===== src/rtl/async_reset_pkg.sv =====
// Shared types and defaults for the staged reset sequencer.
// IDX_W must hold NUM_DOMAINS itself, because the index steps one past the last domain.
package async_reset_pkg;

    typedef enum logic [1:0] {
        SYNC    = 2'd0,
        RELEASE = 2'd1,
        RUN     = 2'd2,
        SW_HOLD = 2'd3
    } state_t;

    localparam int DEF_NUM_DOMAINS = 4;
    localparam int DEF_SYNC_STAGES = 3;
    localparam int DEF_STAGE_DELAY = 16;
    localparam int DEF_CNT_W       = 8;

    function automatic int idx_width(input int num_domains);
        return (num_domains + 1 > 2) ? $clog2(num_domains + 1) : 1;
    endfunction

endpackage


===== src/rtl/reset_sync.sv =====
// Deassertion synchronizer for rst_n. Assertion is immediate and asynchronous.
// The output rises SYNC_STAGES edges after rst_n rises; it has no backpressure.
module reset_sync #(
    parameter int SYNC_STAGES = 3
) (
    input  logic clk,
    input  logic rst_n,
    output logic synced
);

    logic [SYNC_STAGES-1:0] chain;

    always_ff @(posedge clk or negedge rst_n) begin
        if (!rst_n) begin
            chain <= '0;
        end else begin
            chain <= {chain[SYNC_STAGES-2:0], 1'b1};
        end
    end

    assign synced = chain[SYNC_STAGES-1];

endmodule


===== src/rtl/async_reset_sequencer.sv =====
// Staged reset release: all domains assert together on rst_n or a software request, then release in index order.
// Domain i releases SYNC_STAGES+1+i*STAGE_DELAY edges after rst_n rises. hold stretches release spacing only.
module async_reset_sequencer
    import async_reset_pkg::*;
#(
    parameter int NUM_DOMAINS = DEF_NUM_DOMAINS,
    parameter int SYNC_STAGES = DEF_SYNC_STAGES,
    parameter int STAGE_DELAY = DEF_STAGE_DELAY,
    parameter int CNT_W       = DEF_CNT_W
) (
    input  logic                   clk,
    input  logic                   rst_n,
    input  logic                   hold,
    input  logic                   sw_rst_req,
    output logic                   sw_rst_ack,
    output logic [NUM_DOMAINS-1:0] domain_rst,
    output logic                   all_released,
    output logic                   busy
);

    localparam int                     IDX_W    = idx_width(NUM_DOMAINS);
    localparam logic [CNT_W-1:0]       RELOAD   = CNT_W'(STAGE_DELAY - 1);
    localparam logic [IDX_W-1:0]       LAST_IDX = IDX_W'(NUM_DOMAINS - 1);
    localparam logic [IDX_W-1:0]       IDX_ONE  = IDX_W'(1);
    localparam logic [NUM_DOMAINS-1:0] DOM_ONE  = NUM_DOMAINS'(1);

    state_t                   state;
    state_t                   state_nxt;
    logic [CNT_W-1:0]         cnt;
    logic [CNT_W-1:0]         cnt_nxt;
    logic [IDX_W-1:0]         idx;
    logic [IDX_W-1:0]         idx_nxt;
    logic [NUM_DOMAINS-1:0]   domain_rst_nxt;
    logic                     armed;
    logic                     armed_nxt;
    logic                     sw_seq;
    logic                     sw_seq_nxt;
    logic                     ack_nxt;
    logic                     synced;

    reset_sync #(
        .SYNC_STAGES(SYNC_STAGES)
    ) u_reset_sync (
        .clk    (clk),
        .rst_n  (rst_n),
        .synced (synced)
    );

    always_ff @(posedge clk or negedge rst_n) begin
        if (!rst_n) begin
            state <= SYNC;
        end else begin
            state <= state_nxt;
        end
    end

    always_comb begin
        state_nxt      = state;
        cnt_nxt        = cnt;
        idx_nxt        = idx;
        domain_rst_nxt = domain_rst;
        // A request must be seen low before it can be honoured again.
        armed_nxt      = armed | ~sw_rst_req;
        sw_seq_nxt     = sw_seq;
        ack_nxt        = 1'b0;

        case (state)
            SYNC: begin
                if (synced) begin
                    domain_rst_nxt[0] = 1'b0;
                    cnt_nxt           = RELOAD;
                    idx_nxt           = IDX_ONE;
                    state_nxt         = (NUM_DOMAINS == 1) ? RUN : RELEASE;
                end
            end
            RELEASE: begin
                if (!hold) begin
                    if (cnt != '0) begin
                        cnt_nxt = cnt - CNT_W'(1);
                    end else begin
                        domain_rst_nxt = domain_rst & ~(DOM_ONE << idx);
                        idx_nxt        = idx + IDX_ONE;
                        cnt_nxt        = RELOAD;
                        if (idx == LAST_IDX) begin
                            state_nxt  = RUN;
                            ack_nxt    = sw_seq;
                            sw_seq_nxt = 1'b0;
                        end
                    end
                end
            end
            RUN: begin
                if (sw_rst_req && armed) begin
                    domain_rst_nxt = '1;
                    cnt_nxt        = RELOAD;
                    armed_nxt      = 1'b0;
                    sw_seq_nxt     = 1'b1;
                    state_nxt      = SW_HOLD;
                end
            end
            SW_HOLD: begin
                if (cnt != '0) begin
                    cnt_nxt = cnt - CNT_W'(1);
                end else begin
                    domain_rst_nxt[0] = 1'b0;
                    idx_nxt           = IDX_ONE;
                    cnt_nxt           = RELOAD;
                    if (NUM_DOMAINS == 1) begin
                        state_nxt  = RUN;
                        ack_nxt    = 1'b1;
                        sw_seq_nxt = 1'b0;
                    end else begin
                        state_nxt  = RELEASE;
                    end
                end
            end
            default: begin
                state_nxt = SYNC;
            end
        endcase
    end

    // Outputs come straight from flops so a short rst_n glitch can never leave a domain half-released.
    always_ff @(posedge clk or negedge rst_n) begin
        if (!rst_n) begin
            cnt        <= '0;
            idx        <= '0;
            domain_rst <= '1;
            armed      <= 1'b0;
            sw_seq     <= 1'b0;
            sw_rst_ack <= 1'b0;
        end else begin
            cnt        <= cnt_nxt;
            idx        <= idx_nxt;
            domain_rst <= domain_rst_nxt;
            armed      <= armed_nxt;
            sw_seq     <= sw_seq_nxt;
            sw_rst_ack <= ack_nxt;
        end
    end

    assign all_released = ~|domain_rst;
    assign busy         = (state != RUN);

endmodule

===== config.mk =====
export PLATFORM = sky130hd
export DESIGN_NAME = async_reset_sequencer
export DESIGN_NICKNAME = d
export VERILOG_FILES = /design/src/rtl/async_reset_pkg.sv /design/src/rtl/reset_sync.sv /design/src/rtl/async_reset_sequencer.sv
export SDC_FILE = /design/constraint.sdc
export NUM_CORES = 1
export LEC_CHECK = 0
export BUFFER_PORTS_ARGS = -buffer_cell sky130_fd_sc_hd__buf_2
export CORE_UTILIZATION = 50
export DETAILED_ROUTE_END_ITERATION = 6
export GPL_TIMING_DRIVEN = 1
export HOLD_SLACK_MARGIN = 0.1
export PLACE_DENSITY_LB_ADDON = 0.2
export SETUP_SLACK_MARGIN = 0.02
export SLEW_MARGIN = 40
export SYNTH_ARGS = -nofsm -noshare
export SYNTH_HDL_FRONTEND = slang
export SYNTH_SLANG_ARGS = --single-unit

===== constraint.sdc =====
create_clock -name clk -period 1.82 [get_ports clk]
set_clock_uncertainty 0.1 [all_clocks]
set_input_delay 0 -clock clk [delete_from_list [all_inputs] [get_ports clk]]
set_output_delay 0 -clock clk [all_outputs]
set_load 0.03 [all_outputs]

==> reports/qor.yml <==
grt.total_usage_pct: 23.2
antenna_found_initial: 0
cp_slowest_stage_delay_ns: 0.42
fmax_mhz: 553
slew_violations: 0
dieArea_sq_mm: 0.00280
dr_total_vias: 1157
yosysTopAreaCell: "dfrtp_1"
path_cells: "inv_2 > ha_4 > nor3b_4 > nand2_1 > or3_1 > o21ai_1"
reg2reg_from: "cnt[1]"
hold_path.class: "in -> async"
worst_slack_ns: 0.0122
cts_buffer_depth: 2
fillCellCount: 179
cts_made_buffers: 3
fp.dieW_um: 52.9
clkSlewWorstSetupHoldPaths_ns: 0.13
reg2reg_depth: 6
io_buffers: 10
synth_seq_area_share_pct: 44.7
synth-edff-count: 0
diodes: 0
grt_max_degree: 20
yosysWarnings: 0
p_leak_nw: 0.810
first_pass_iters: 4
finalWirelength_um: 2950
syn_area_sq_mm: 0.00130
hold_viol_final: 0
syn_area_per_cell_sq_um: 9.90
vdd.ir_drop.worst_mv: 1.13
synthDominantCellAreaShare_pct: 36.6
powerDensity_mw_per_mm2: 1450
postSynthCellCount: 131
rrSetupSlack_ns: 0.01
cts_tree: "built"
area_growth_pct: 37.5
async_flop_share_pct: 100
stdcell_count: 206
dp_slack_ns: -0.0525
dpl.cell_count: 189
rsz0062_at_grt: "yes"
reg2reg_to: "idx[1]"
cp_top_family: "simple AND/OR/NAND/NOR gates"
yosysUniqueCellTypes: 39
clock-root-buffer: "clkbuf_4"
critical_path.endpoint_type: "flip-flop"
path_class: "reg -> reg"
outcome: "finished clean"
worstPathRequired_ns: 1.97
whs_ns: 0.142
via_per_inst: 5.62
mostFrequentLayoutCells: "buf_4 (28), dfrtp_1 (17), buf_2 (11), inv_1 (10), nand2_1 (10)"
final_cell_area_sq_mm: 0.00178
critPathLaunchType: "flip-flop"
crit_arrival_ns: 1.95
crit_buf_inv: 1
num_rows: 18
dpl_cell_area_sq_mm: 0.00156
cts_sinks: 23
cp_max_fo: 5
overflow: 0
first_iter_violations: 8
finish.utilization_pct: 72.7
worstSkewPairLatency_ns: 0.31
min_period_over_period_pct: 99.3
total_power_mw: 2.59
ant_nets: 0
synth_ff_type: "dfrtp_1"
worst-path-stages: 6
ys_seq_elements: 23
core_area_sq_mm: 0.00245
die_h_um: 52.9
drive_above_1_share_pct: 40.9
detail_route.wl_per_cell_um: 14.3
final_nets: 193
period_minus_slack_ns: 1.81
synth_nets: 147
final_common_cell: "buf_4"
max-cap-violations: 0
htreeDepth: 1
slowest_stage: "dfrtp_1"
grt_first_pass_wirelength_um: 4620
drcViolationCount: 0
setup_viol: 0
synth_area_leaders: "dfrtp_1 (37%), ha_1 (12%), dfstp_2 (8.1%)"
ios: 11
first_global_vias: 1076
gp_congestion: 0.835
hpwl_um: 2080
initial_core_util_pct: 52.9
tns_ns: 0
==> state kept, by name (all words and copies together), names as in the netlist <==
signal              count
sw_rst_ack              1
sw_seq                  1
state                   2
armed                   1
domain_rst              4
idx                     3
cnt                     8
u_reset_sync.chain      3
==> routing by layer <==
layer / track usage [%] / share of wire [%] / vias up
li1: - / - / 558
met1: 28.3 / 46 / 584
met2: 41.1 / 51 / 11
met3: 2.87 / 1.4 / 4
met4: 8.77 / 1.3 / 0
met5: 0 / 0 / -
==> worst register-to-register path, stage by stage (launching register included) <==
cell and delay [ns]:
dfrtp_1 0.42, inv_2 0.08, ha_4 0.12, nor3b_4 0.29, nand2_1 0.19, or3_1 0.41, o21ai_1 0.13
==> area by class of cell <==
class / instances / area [sq um] / share of cell area (%)
clock buffer: 4 / 26.3 / 1.47
multi-input combinational: 92 / 774 / 43.4
sequential: 23 / 583 / 32.7
timing repair buffer: 43 / 305 / 17.1
inverter: 14 / 57.6 / 3.23
tap: 30 / 37.5 / 2.10
==> cells in the mapped netlist, types with 2 or more instances <==
library cell / number
nor4_1: 2
a21oi_1: 7
dfrtp_1: 19
o21ai_1: 2
mux2i_1: 2
or4_1: 2
nor2_1: 3
inv_1: 14
or3_1: 4
nand4_1: 7
ha_1: 12
nor3_1: 3
nand2_1: 11
and3_1: 2
dfstp_2: 4
nand3_1: 2
xor2_1: 3
mux2_1: 2
nor3b_1: 3
o311ai_0: 2
o21ai_0: 7
==> cell families (layout without fill, tap and decap cells) <==
| kind of cell | count (synthesis) | count (layout) | synth area share, % |
|---|---|---|---|
| xor+xnor | 3 | 3 | 2.03 |
| other cells | 1 | 1 | 0.289 |
| simple gates | 46 | 46 | 20.8 |
| flops | 23 | 23 | 44.7 |
| buf+inv | 16 | 61 | 4.92 |
| compound gates | 26 | 26 | 12.3 |
| mux | 4 | 4 | 3.28 |
| fa+ha+maj | 12 | 12 | 11.6 |
==> repair_timing <==
| item | in CTS | in global routing |
|---|---|---|
| setup endpoints to repair | 8 | 14 |
| hold buffers | 5 | 0 |
| setup buffers | 5 | 3 |
| pin swaps | 1 | 7 |
| gates resized for setup | 8 | 16 |
| hold endpoints to repair | 28 | 0 |
==> worst max-delay path by stage <==
| stage | startpoint | end | slack, ns |
|---|---|---|---|
| floorplan | state[0] | state[1] | 0.02 |
| global placement | cnt[1] | state[1] | 0.03 |
| detailed placement | state[1] | state[1] | -0.05 |
| CTS | cnt[0] | idx[1] | 0.01 |
| global route | cnt[1] | state[1] | -0.08 |
| finish | cnt[1] | idx[1] | 0.01 |
==> report_power, final <==
part | switching, mW | total, mW | internal [mW]
Clock | 0.157 | 0.243 | 0.0856
Combinational | 0.823 | 1.60 | 0.776
Sequential | 0.0979 | 0.745 | 0.647
(Power assumes the default switching activity.)
